`config.mk`:
```
export PLATFORM = sky130hd
export DESIGN_NAME = systolic_feeder
export DESIGN_NICKNAME = d
export VERILOG_FILES = /design/src/rtl/systolic_feeder.sv
export SDC_FILE = /design/constraint.sdc
export NUM_CORES = 1
export LEC_CHECK = 0
export BUFFER_PORTS_ARGS = -buffer_cell sky130_fd_sc_hd__buf_2
export CORE_ASPECT_RATIO = 0.75
export CORE_MARGIN = 10
export CORE_UTILIZATION = 50
export CTS_BUF_LIST = sky130_fd_sc_hd__clkbuf_4 sky130_fd_sc_hd__clkbuf_8
export DETAILED_ROUTE_END_ITERATION = 10
export PLACE_DENSITY = 0.89
export SLEW_MARGIN = 40
export SYNTH_ARGS = -nofsm -noshare
export SYNTH_HDL_FRONTEND = slang
export SYNTH_SLANG_ARGS = --single-unit
```
`constraint.sdc`:
```
create_clock -name clk -period 2.6 [get_ports clk]
set_input_delay 0.13 -clock clk [delete_from_list [all_inputs] [get_ports clk]]
set_output_delay 0.13 -clock clk [all_outputs]
set_load 0.05 [all_outputs]
```
`src/rtl/systolic_feeder.sv`:
```
// Purpose: weight-tile loader and diagonal activation skew buffer feeding a dim x dim weight-stationary MAC array.
// Latency: weight word reaches arr_wt 1 cycle after accept; activation row r reaches arr_data 1+r cycles after accept; res_valid[c] follows at 1+dim+c.
// Backpressure: wt_ready/act_ready come from state and counters only; a stall injects zeros and leaves the weight chain frozen.
module systolic_feeder #(
    parameter int bit_width = 8,
    parameter int dim       = 4,
    parameter int cnt_width = 16
) (
    input  logic                     clk,
    input  logic                     rst_n,
    input  logic                     start,
    input  logic [cnt_width-1:0]     num_vec,
    input  logic [dim*bit_width-1:0] wt_in,
    input  logic                     wt_valid,
    output logic                     wt_ready,
    input  logic [dim*bit_width-1:0] act_in,
    input  logic                     act_valid,
    output logic                     act_ready,
    output logic                     arr_ctrl,
    output logic [dim*bit_width-1:0] arr_wt,
    output logic [dim*bit_width-1:0] arr_data,
    output logic [dim-1:0]           res_valid,
    output logic                     busy,
    output logic                     done
);

    localparam int WT_CW = $clog2(dim + 1);
    localparam int DR_CW = (2 * dim > 2) ? $clog2(2 * dim) : 1;
    localparam logic [cnt_width-1:0] VEC_ONE = cnt_width'(1);

    typedef enum logic [1:0] {IDLE, LOAD_WT, STREAM, DRAIN} state_t;

    state_t               state;
    state_t               state_nxt;
    logic [WT_CW-1:0]     wt_cnt;
    logic [cnt_width-1:0] act_cnt;
    logic [cnt_width-1:0] num_q;
    logic [DR_CW-1:0]     drain_cnt;
    logic [2*dim-1:0]     tag;
    logic                 wt_acc;
    logic                 act_acc;
    logic                 wt_last;
    logic                 act_last;
    logic                 drain_last;

    assign wt_acc     = wt_ready & wt_valid;
    assign act_acc    = act_ready & act_valid;
    assign wt_last    = wt_acc && (wt_cnt == WT_CW'(dim - 1));
    assign act_last   = act_acc && ((act_cnt + VEC_ONE) == num_q);
    assign drain_last = (state == DRAIN) && (drain_cnt == DR_CW'(2 * dim - 1));

    // State register
    always_ff @(posedge clk or negedge rst_n) begin
        if (!rst_n) begin
            state <= IDLE;
        end else begin
            state <= state_nxt;
        end
    end

    // Next-state and handshake decode; readies never look at the valid inputs
    always_comb begin
        state_nxt = state;
        wt_ready  = 1'b0;
        act_ready = 1'b0;
        busy      = (state != IDLE);
        case (state)
            IDLE: begin
                if (start) state_nxt = LOAD_WT;
            end
            LOAD_WT: begin
                wt_ready = (wt_cnt < WT_CW'(dim));
                if (wt_last) state_nxt = (num_q == '0) ? DRAIN : STREAM;
            end
            STREAM: begin
                act_ready = (act_cnt < num_q);
                if (act_last) state_nxt = DRAIN;
            end
            DRAIN: begin
                if (drain_last) state_nxt = IDLE;
            end
            default: state_nxt = IDLE;
        endcase
    end

    // Phase counters, captured vector count and the completion pulse
    always_ff @(posedge clk or negedge rst_n) begin
        if (!rst_n) begin
            wt_cnt    <= '0;
            act_cnt   <= '0;
            num_q     <= '0;
            drain_cnt <= '0;
            done      <= 1'b0;
        end else begin
            done      <= drain_last;
            drain_cnt <= (state == DRAIN) ? drain_cnt + DR_CW'(1) : '0;
            if (state == IDLE && start) begin
                num_q   <= num_vec;
                wt_cnt  <= '0;
                act_cnt <= '0;
            end else begin
                if (wt_acc)  wt_cnt  <= wt_cnt + WT_CW'(1);
                if (act_acc) act_cnt <= act_cnt + VEC_ONE;
            end
        end
    end

    // Weight path: control pulses only on accepted words so stalls freeze the array's chain
    always_ff @(posedge clk or negedge rst_n) begin
        if (!rst_n) begin
            arr_ctrl <= 1'b0;
            arr_wt   <= '0;
        end else begin
            arr_ctrl <= wt_acc;
            if (wt_acc) arr_wt <= wt_in;
        end
    end

    // Valid-tag pipeline: tag[k] is the launch tag k cycles after row-0 presentation
    always_ff @(posedge clk or negedge rst_n) begin
        if (!rst_n) begin
            tag <= '0;
        end else begin
            tag <= {tag[2*dim-2:0], act_acc};
        end
    end

    assign res_valid = tag[2*dim-1:dim];

    // Per-row skew: row r sits behind r extra registers so each row lags the previous by one cycle
    for (genvar r = 0; r < dim; r++) begin : g_row
        logic [bit_width-1:0] dl [0:r];

        // Zero is injected whenever no activation is accepted, so idle and drain cycles flush the line
        always_ff @(posedge clk or negedge rst_n) begin
            if (!rst_n) begin
                for (int k = 0; k <= r; k++) dl[k] <= '0;
            end else begin
                dl[0] <= act_acc ? act_in[r*bit_width +: bit_width] : '0;
                for (int k = 1; k <= r; k++) dl[k] <= dl[k-1];
            end
        end

        assign arr_data[r*bit_width +: bit_width] = dl[r];
    end

endmodule
```
; ---- Word-level counts from Yosys, hierarchy flattened
; Index checks and enable logic that the tools add are counted.
[word_totals]
ff_bits = 162
output_inout_bits = 73
word_cells = 63
[op_classes]
add_sub_neg = 3
n_lt_le_gt_ge = 2
n_eq_ne = 10
muxes = 17
bitwise = 2
reduce_logical = 10
[ops]
columns = op, count
row1 = $mux 16, 2
row2 = $mux 8, 4
row3 = $add 16x1->16 const B, 1
row4 = $eq 16x16->1, 1
row5 = $logic_not 16->1, 1
row6 = $lt 16x16->1, 1
row7 = $mux 3, 3
row8 = $mux 2, 4
row9 = $ne 2x2->1 const B, 4
row10 = $pmux 2 s4, 1
row11 = $add 3x1->3 const B, 2
row12 = $reduce_bool 2->1, 3
row13 = $eq 2x2->1 const B, 2
row14 = $logic_and 1x1->1, 4
row15 = $reduce_and 4->1, 1
row16 = $eq 3x2->1 const B, 1
row17 = $eq 3x3->1 const B, 1
row18 = $lt 3x3->1 const B, 1
row19 = $mux 1, 3
row20 = $and 1x1->1, 2
row21 = $eq 2x1->1 const B, 1
row22 = $logic_not 2->1, 1

; ---- Logic depth before layout (Yosys ltp)
; Gate-level depths: netlist of run 1.
[depth]
ltp_word = 6
mapped_depth = 10
ltp_nobuf = 9

; ---- Least setup slack after synthesis of run 1
; OpenSTA, ideal clock, no wires.
[synth_timing]
kind = reg2out
from = reg act_cnt[11]
to = out act_ready
arrival_ns = 2.450
required_ns = 2.470
path_slack_ns = 0.020
path_stages_with_launch = 6
cell_sequence = dfrtp_1 -> ha_1 -> a21o_1 -> a221oi_1 -> o21ai_0 -> nor3_1
[synth_between]
elab_chain_len = 2
[synth_rtl]
columns = element, line_no
row1 = "start, declared", 36  ; logic [cnt_width-1:0] act_cnt;
row2 = "start signal, assigned", 103  ; if (act_acc) act_cnt <= act_cnt + VEC_ONE;
row3 = $lt 16x16->1, 76  ; act_ready = (act_cnt < num_q);
row4 = $mux 1, 67  ; case (state)
row5 = "end, declared", 18  ; output logic act_ready,
; No other way between the ends.

; ---- Final worst setup path of run 1
[layout_timing]
from = reg num_q[11]
to = out act_ready
[layout_between]
elab_chain_len = 2
[layout_rtl]
columns = element, line_no
row1 = "start, declared", 37  ; logic [cnt_width-1:0] num_q;
row2 = "start signal, assigned", 98  ; num_q <= num_vec;
row3 = $lt 16x16->1, 76
row4 = $mux 1, 67
; No other way between the ends.

==> metrics.md, run 1 <==
| Metric | Value |
|---|---|
| Port bufs | `157` |
| Filler Cells Inserted | `886` |
| Syn. warnings | `0` |
| Post-synthesis net count | `701` |
| Initial core utilization | `0.509` |
| Layout cells sized above 1 | `0.291` |
| CTS tree | `built` |
| Die W | `153 um` |
| First-pass GRT wire length | `28.0 mm` |
| Relative slew margins | `0.612` |
| Worst Hold Path EP | `wt_cnt[2]$_DFFE_PN0P_` |
| Area of the core | `12900 um2` |
| Final min period | `approximately 2500 ps` |
| CP Data Required Time | `2470 ps` |
| Max Freq | `398 MHz` |
| Crit start category | `register` |
| Post-Syn Area | `6590 um2` |
| Min Hold Slack | `between 70 and 80 ps` |
| Htree depth | `4` |
| Routed wire per std cell | `between 15 and 20 um` |
| Critical Path Max Stage Delay | `roughly 380 ps` |
| Final setup violation count | `0` |
| Sink Count | `~160` |
| Number of synthesized flops with an enable pin | `0` |
| Max Transition Viols Final | `0` |
| Worst EP arrival | `approximately 2400 ps` |
| Die area | `18200 um2` |
| Hold_sp | `start` |
| Multi-input logic area | `around 2200 um2` |
| Register area | `4060 um2` |
| Fin crit share | `0.967` |
| Slowest-stage cell, CP | `dfrtp_1` |
| Worst skew pair latency | `~470 ps` |
| Seq/Total Area, Yosys | `0.616` |
| Average cell area after synthesis | `11.2 um2` |
| Crit path kind | `register to primary output` |
| All-Layer GR Usage | `0.189` |
| Endpoints failing hold | `0` |
| Antenna Cells | `0` |
| Vias per cell | `4.94` |
| Layout area overhead | `35.7%` |
| CTS root buf | `clkbuf_8` |
| HPWL Detailed | `10.9 mm` |
| R2r setup slk | `around 100 ps` |
| Total gr overflow | `0` |
| Initial antenna violation count | `0` |
| Max-cap violation count | `0` |
| Final core utilization | `0.691` |
| Seq cells post-synth | `roughly 160` |
| Largest net degree at the start of global routing | `68` |
| Pleak | `4.75 nW` |
| Clock Skew | `16.6 ps` |
| Fin nets | `950` |
| Yosys cell types | `43` |
| Ports | `158` |
| DRT Wirelength | `16.9 mm` |
| Chip height | `~120 um` |
| Via Count | `just over 5000` |
| Reg-to-reg critical path startpoint | `act_cnt[1]$_DFFE_PN0P_` |
| Post-synth ARST share | `1.00` |
| CP Max Fanout | `3` |
| Pre-antenna DRT Iters | `4` |
| Post-route ant nets | `0` |
| Post-route insts no fill | `around 1000` |
| Dominant synthesized flop cell | `dfrtp_1` |
| Pwr/cell area | `~1000 nW/um2` |
| Crit end category | `primary output` |
| R2R cell count | `7` |
| Hold path depth | `4` |
| Vias in the first global route | `5360` |
| Reg2reg end | `state[1]$_DFFE_PN0P_` |
| Hold crit path type | `primary input to register` |
| Total CTS buffers | `17` |
| Worst slew pin tran | `582 ps` |
| Dpl cells | `906` |
| DRT iter0 DRCs | `300` |
| GPL Wtd Cong | `0.871` |
| Max VDD drop | `918 uV` |
| Cell count after synthesis | `590` |
| # rows | `36` |
| Commonest non-fill, non-tap cell in the layout | `dfrtp_1` |
| Clock buffer depth | `2` |
| Drt drc | `0` |
| Commonest non-fill, non-tap cells in the layout | `dfrtp_1, buf_2, nand2_1` |
| Crit-path cells | `inv_1 > ha_1 > a21o_1 > a221oi_2 > o21ai_0 > nor3_2 > buf_6` |
| Status | `finished, final reports clean` |
| Worst-path clk slew | `around 100 ps` |
layer usage:
layer / GRT usage / part of all wire
met3: 0.0705 / 0.078
met5: 0 / 0
met4: 0.0452 / 0.013
met2: 0.313 / 0.49
met1: 0.231 / 0.41
report_power, final:
| part | internal (mW) | total, mW | switching (mW) | leakage, nW |
|---|---|---|---|---|
| clock | 0.819 | 1.89 | 1.07 | 0.208 |
| combinational | 1.21 | 3.81 | 2.60 | 2.39 |
| sequential | 3.16 | 3.54 | 0.383 | 2.15 |
| total | 5.19 | 9.24 | 4.06 | 4.75 |
cell usage after synthesis, types with 2 or more instances:
| master | n | share of area |
|---|---|---|
| nand3b_1 | 3 | 0.0034 |
| nor4_2 | 3 | 0.0057 |
| xor2_1 | 21 | 0.028 |
| clkbuf_1 | 18 | 0.010 |
| a21oi_1 | 6 | 0.0046 |
| dfrtp_1 | 162 | 0.62 |
| nor4_1 | 3 | 0.0029 |
| buf_2 | 4 | 0.0030 |
| nand4_1 | 9 | 0.0085 |
| ha_1 | 26 | 0.049 |
| a21o_1 | 5 | 0.0057 |
| inv_1 | 24 | 0.014 |
| nor3_1 | 6 | 0.0046 |
| a211oi_1 | 2 | 0.0023 |
| mux2i_1 | 2 | 0.0030 |
| and2_1 | 37 | 0.035 |
| nor2_1 | 25 | 0.014 |
| o211ai_1 | 5 | 0.0057 |
| buf_4 | 28 | 0.032 |
| xnor2_1 | 16 | 0.021 |
| o21ai_0 | 19 | 0.014 |
| nand3_1 | 15 | 0.011 |
| and3_1 | 5 | 0.0048 |
| o22ai_1 | 2 | 0.0019 |
| nand2_1 | 123 | 0.070 |
| nor2b_1 | 4 | 0.0038 |
cell type report:
| cell class | instances | area share |
|---|---|---|
| clock inverter | 15 | 0.0206 |
| multi-input combinational | 353 | 0.246 |
| sequential | 162 | 0.454 |
| inverter | 25 | 0.0105 |
| clock buffer | 17 | 0.0262 |
| timing repair buffer | 280 | 0.219 |
| tap | 171 | 0.0239 |
cell families after synthesis:
family / after synthesis / synth area share
AO/OA/AOI/OAI: 46 / 0.0435
multiplexers: 4 / 0.00703
AND/OR/NAND/NOR: 240 / 0.176
adder cells (fa/ha/maj): 26 / 0.0494
buffers and inverters: 75 / 0.0595
flip-flops: 162 / 0.616
XOR/XNOR: 37 / 0.0492
worst max-delay path, delay by kind of cell, from the launching register on:
family          cells  cell delay [ps]
fa+ha+maj           1              300
buf+inv             2              260
simple gates        1              270
flops               1              380
compound gates      3              700
metrics by stage:
step	area (um2)	TNS (ps)	worst slack, ps	power [mW]
final	8930	0	86.5	9.24
after global routing	8930	-59.2	-52.4	9.81
after CTS	8840	0	9.05	9.17
after detailed placement	7610	0	112	7.17
after global placement	7610	0	150	7.03
after floorplan	6590	0	19.9	6.13
worst max path at each step:
stage / end / from / cells past startpoint / slack [ps]
finish: act_ready / num_q[11]$_DFFE_PN0P_ / 7 / 90
global route: act_ready / num_q[12]$_DFFE_PN0P_ / 7 / -50
CTS: act_ready / act_cnt[3]$_DFFE_PN0P_ / 8 / 9
detailed placement: act_cnt[12]$_DFFE_PN0P_ / act_cnt[9]$_DFFE_PN0P_ / 10 / 110
global placement: act_cnt[10]$_DFFE_PN0P_ / act_cnt[9]$_DFFE_PN0P_ / 10 / 150
floorplan: act_ready / act_cnt[11]$_DFFE_PN0P_ / 5 / 20
state kept, by name, summed over array words and instances (netlist names), 2 cells and up:
register and cells:
state 2, wt_cnt 3, drain_cnt 3, tag 8, arr_wt 32, act_cnt 16, num_q 16, arr_data 24
g_row.dl 56
repair_timing:
| action | 4_1_cts | 5_1_grt |
|---|---|---|
| hold buffers | 81 | 0 |
| endpoints found under the hold margin | 140 | 0 |
| gates resized for setup | 2 | 11 |
| pin swaps | 0 | 1 |
| setup buffers | 0 | 4 |
| endpoints found under the setup margin | 1 | 17 |
(Power assumes the default switching activity.)
==> run 2, diff against run 1 <==
Settings changed: CORE_UTILIZATION 50 to 55, PLACE_DENSITY 0.89 to 0.93.
Clock period 2.6 ns to 2.49 ns, I/O delays scaled along.
==> metrics.md, run 2 (synthesis gave the netlist of run 1 again) <==
| Metric | Value |
|---|---|
| Final setup margin | `-160 ps` |
| Die area | `16800 um2` |
| Clock buffer depth | `2` |
| Total CTS buffers | `17` |
| Fin crit share | `1.06` |
| Total gr overflow | `0` |
| Commonest non-fill, non-tap cell in the layout | `dfrtp_1` |
| Crit start category | `register` |
| Max Freq | `377 MHz` |
| Post-route ant nets | `0` |
| Worst Hold Path EP | `num_q[2]$_DFFE_PN0P_` |
| Worst slew pin tran | `655 ps` |
| Drt drc | `0` |
| CTS root buf | `clkbuf_8` |
| Min Hold Slack | `153 ps` |
| Fin nets | `about 950` |
| Die W | `146 um` |
| Worst-path clk slew | `90 ps` |
| Vias in the first global route | `5458` |
| Vias per cell | `5.02` |
| Hold crit path type | `primary input to register` |
| Post-route insts no fill | `about 1000` |
| Area of the core | `11700 um2` |
| All-Layer GR Usage | `0.213` |
| Commonest non-fill, non-tap cells in the layout | `dfrtp_1, buf_2, nand2_1` |
| Largest net degree at the start of global routing | `73` |
| Reg-to-reg critical path startpoint | `act_cnt[0]$_DFFE_PN0P_` |
| Crit path kind | `register to register` |
| Dpl cells | `893` |
| Pleak | `4.73 nW` |
| Layout cells sized above 1 | `0.298` |
| # rows | `34` |
| Pre-antenna DRT Iters | `5` |
| Hold_sp | `start` |
| DRT Wirelength | `approximately 18 mm` |
| Endpoints failing hold | `0` |
| Max-cap violation count | `0` |
| CP Data Required Time | `2840 ps` |
| CP Max Fanout | `4` |
| Relative slew margins | `0.563` |
| Via Count | `5104` |
| Largest register by flop count | `g_row.dl` |
| DRT iter0 DRCs | `about 340` |
| Reg2reg end | `state[1]$_DFFE_PN0P_` |
| Port bufs | `between 150 and 200` |
| Status | `complete, but fails checks` |
| Initial core utilization | `0.565` |
| CTS tree | `built` |
| Max VDD drop | `832 uV` |
| Worst skew pair latency | `roughly 470 ps` |
| Final setup violation count | `2` |
| Layout area overhead | `35.9%` |
| Routed wire per std cell | `17.8 um` |
| Worst EP arrival | `around 3000 ps` |
| Final min period | `2650 ps` |
| Total Power | `9.66 mW` |
| Hold path depth | `5` |
| RSZ-0062 raised after global routing | `yes` |
| R2r setup slk | `-160 ps` |
| Largest register FFs | `56` |
| Post-place setup slack | `-65.1 ps` |
| HPWL Detailed | `11.3 mm` |
| Clock Skew | `16.3 ps` |
| Pwr/cell area | `1080 nW/um2` |
| Failing checks | `setup timing` |
| Crit end category | `register` |
| Ports | `158` |
| Sink Count | `162` |
| Initial antenna violation count | `3` |
| Max Transition Viols Final | `0` |
| R2R cell count | `8` |
| GPL Wtd Cong | `0.880` |
| Chip height | `115 um` |
| First-pass GRT wire length | `between 20 and 30 mm` |
| Htree depth | `4` |
## run 2: what timing repair did
action                                 CTS  global route
gates resized for setup                  4            24
setup endpoints to repair                9            15
pin swaps                                2            11
endpoints found under the hold margin  149             0
hold buffers                            81             0
buffers inserted                         1             4
## run 2: power breakdown
group	internal [mW]	switching, mW
combinational	1.26	2.79
sequential	3.30	0.389
clock	0.787	1.13
## run 2: layer usage
layer	GRT usage	routed length [um]	up-vias
met5	0	0	-
met1	0.256	7350	2473
met3	0.0695	1250	42
met2	0.354	9050	205
li1	-	-	2384
met4	0.0852	499	0
## run 2: worst max-delay path by stage
stage,startpoint,to,cells after the start
floorplan,act_cnt[0]$_DFFE_PN0P_,state[1]$_DFFE_PN0P_,8
global placement,state[1]$_DFFE_PN0P_,state[1]$_DFFE_PN0P_,8
detailed placement,num_q[11]$_DFFE_PN0P_,act_cnt[11]$_DFFE_PN0P_,10
CTS,act_cnt[3]$_DFFE_PN0P_,act_ready,8
global route,act_cnt[0]$_DFFE_PN0P_,state[0]$_DFFE_PN0P_,9
finish,act_cnt[0]$_DFFE_PN0P_,state[1]$_DFFE_PN0P_,8
## run 2: critical path: stages (launching register included)
cell and delay [ps]:
dfrtp_1 410, ha_1 190, nand2_1 80, nor4_2 410, xnor2_1 170, or4_4 520
nor4_4 280, a32oi_2 180, mux2_4 320
## run 2: layout make-up
class                      instances  area (um2)
sequential                       162        4060
fill                             757        2700
multi-input combinational        353        2250
timing repair buffer             277        1930
clock buffer                      18         248
tap                              162         203
clock inverter                    14         158
inverter                          25        93.8
antenna                            6        15.0
## run 2: metrics by stage
stage                     setup TNS (ps)  instance area, um2   util
after global placement                 0                7560  0.649
after global routing                -556                8940  0.767
after floorplan                        0                6590      -
after CTS                          -8.41                8800  0.755
after detailed placement            -112                7560  0.649
final                               -305                8950  0.768
==> run 3, diff against run 2 <==
Settings changed: CAP_MARGIN set to 20, RECOVER_POWER set to 100.
==> metrics.md, run 3 (synthesis gave the netlist of run 1 again) <==
| Metric | Value |
|---|---|
| TNS Setup | `-295 ps` |
| CTS tree | `built` |
| RSZ-0062 raised after global routing | `yes` |
| Largest register FFs | `56` |
| Vias per cell | `5.07` |
| Die W | `between 100 and 150 um` |
| Commonest non-fill, non-tap cell in the layout | `dfrtp_1` |
| Area of the core | `between 10000 and 15000 um2` |
| CP Data Required Time | `~2800 ps` |
| Largest net degree at the start of global routing | `73` |
| Crit start category | `register` |
| Layout area overhead | `35.7%` |
| Endpoints failing hold | `0` |
| CTS root buf | `clkbuf_8` |
| All-Layer GR Usage | `0.213` |
| CP Max Fanout | `2` |
| Crit end category | `register` |
| Clock buffer depth | `2` |
| Min Hold Slack | `roughly 150 ps` |
| Worst EP arrival | `2990 ps` |
| Drt drc | `0` |
| Commonest non-fill, non-tap cells in the layout | `dfrtp_1, buf_2, nand2_1` |
| Ports | `approximately 160` |
| Final min period | `2650 ps` |
| First-pass GRT wire length | `28.5 mm` |
| Max Freq | `378 MHz` |
| Hold crit path type | `primary input to register` |
| Post-route ant nets | `0` |
| Clock Skew | `16.2 ps` |
| Largest register by flop count | `g_row.dl` |
| Layout cells sized above 1 | `0.298` |
| Worst slew pin tran | `~1700 ps` |
| Vias in the first global route | `between 5000 and 6000` |
| Fin nets | `947` |
| Crit path kind | `register to register` |
| Chip height | `115 um` |
| Final setup margin | `-156 ps` |
| Max VDD drop | `829 uV` |
| Max-cap violation count | `1` |
| Die area | `around 17000 um2` |
| Pwr/cell area | `1080 nW/um2` |
| DRT Wirelength | `~18 mm` |
| Htree depth | `4` |
| Register area | `4060 um2` |
| Relative slew margins | `-0.150` |
| # rows | `34` |
| Initial antenna violation count | `3` |
| Filler Cells Inserted | `761` |
| HPWL Detailed | `11.3 mm` |
| Status | `complete, but fails checks` |
| Sink Count | `162` |
| Final setup violation count | `2` |
| Routed wire per std cell | `17.8 um` |
| Initial core utilization | `0.565` |
| Worst skew pair latency | `460 ps` |
| Pleak | `4.72 nW` |
| Pre-antenna DRT Iters | `6` |
| DRT iter0 DRCs | `345` |
| Via Count | `5154` |
| Total Power | `a little under 10 mW` |
| Port bufs | `157` |
| Fin crit share | `1.06` |
| Max Transition Viols Final | `73` |
| Worst-path clk slew | `around 100 ps` |
| Failing checks | `capacitance limit, slew limit, setup timing` |
| Total gr overflow | `0` |
| GPL Wtd Cong | `0.880` |
| Total CTS buffers | `17` |
| Multi-input logic area | `2250 um2` |
[run 3: cell types whose count changed in the layout (fill, tap and decap cells not counted)]
cell / delta
and2_0: +1
and2_1: -1
buf_12: -1
buf_4: +1
buf_6: -1
clkbuf_2: +1
[run 3: timing repair]
action / CTS / global route
pin swaps: 2 / 11
endpoints found under the setup margin: 9 / 15
endpoints found under the hold margin: 149 / 0
setup buffers: 1 / 4
gates resized for setup: 4 / 24
hold buffers: 81 / 0
[run 3: power by group]
group	internal, mW	switching, mW	leakage [nW]
logic	1.25	2.79	2.36
clock network	0.788	1.13	0.206
registers	3.30	0.389	2.15
total	5.34	4.31	4.72
[run 3: final timing paths]
kind	cells after the start	endpoint	slack, ps	start
max	10	state[1]$_DFFE_PN0P_	-160	wt_cnt[0]$_DFFE_PN0P_
min	5	num_q[2]$_DFFE_PN0P_	150	start
max reg2reg	10	state[1]$_DFFE_PN0P_	-160	wt_cnt[0]$_DFFE_PN0P_
min reg2reg	0	g_row[3].dl[21]$_DFF_PN0_	340	g_row[3].dl[29]$_DFF_PN0_
max in group asynchronous	3	act_cnt[13]$_DFFE_PN0P_	290	rst_n
min in group asynchronous	2	arr_data[12]$_DFF_PN0_	710	rst_n
[run 3: layer usage]
metal,global-route usage,share of wire,wire length (um)
met2,0.354,0.50,9130
met4,0.0852,0.025,454
met3,0.0695,0.070,1270
met1,0.256,0.40,7280
met5,0,0,0
[run 3: stage by stage]
stage / setup slack, ps / instance area, um2 / cells / util
after floorplan: 53.0 / 6590 / 590 / -
after global placement: 67.1 / 7560 / 893 / 0.649
after detailed placement: -65.1 / 7560 / 893 / 0.649
after CTS: -8.41 / 8800 / 1007 / 0.755
after global routing: -257 / 8930 / 1014 / 0.766
final: -156 / 8930 / 1017 / 0.766
[run 3: cell type report]
class                   count  area share
flip-flops and latches    162       0.454
repair buffers            277       0.214
clock inverters            14      0.0176
diodes                      6     0.00168
well taps                 162      0.0227
inverters                  25      0.0105
clock buffers              18      0.0277
multi-input cells         353       0.252
[run 3: critical path, cell delays in order (launching register included)]
cell and delay, ps:
dfrtp_1 380, ha_2 180, ha_1 130, nand3b_1 80
a222oi_1 300, buf_4 180, nand3_2 70, or4_4 440
nor4_4 280, a32oi_2 180, mux2_4 320
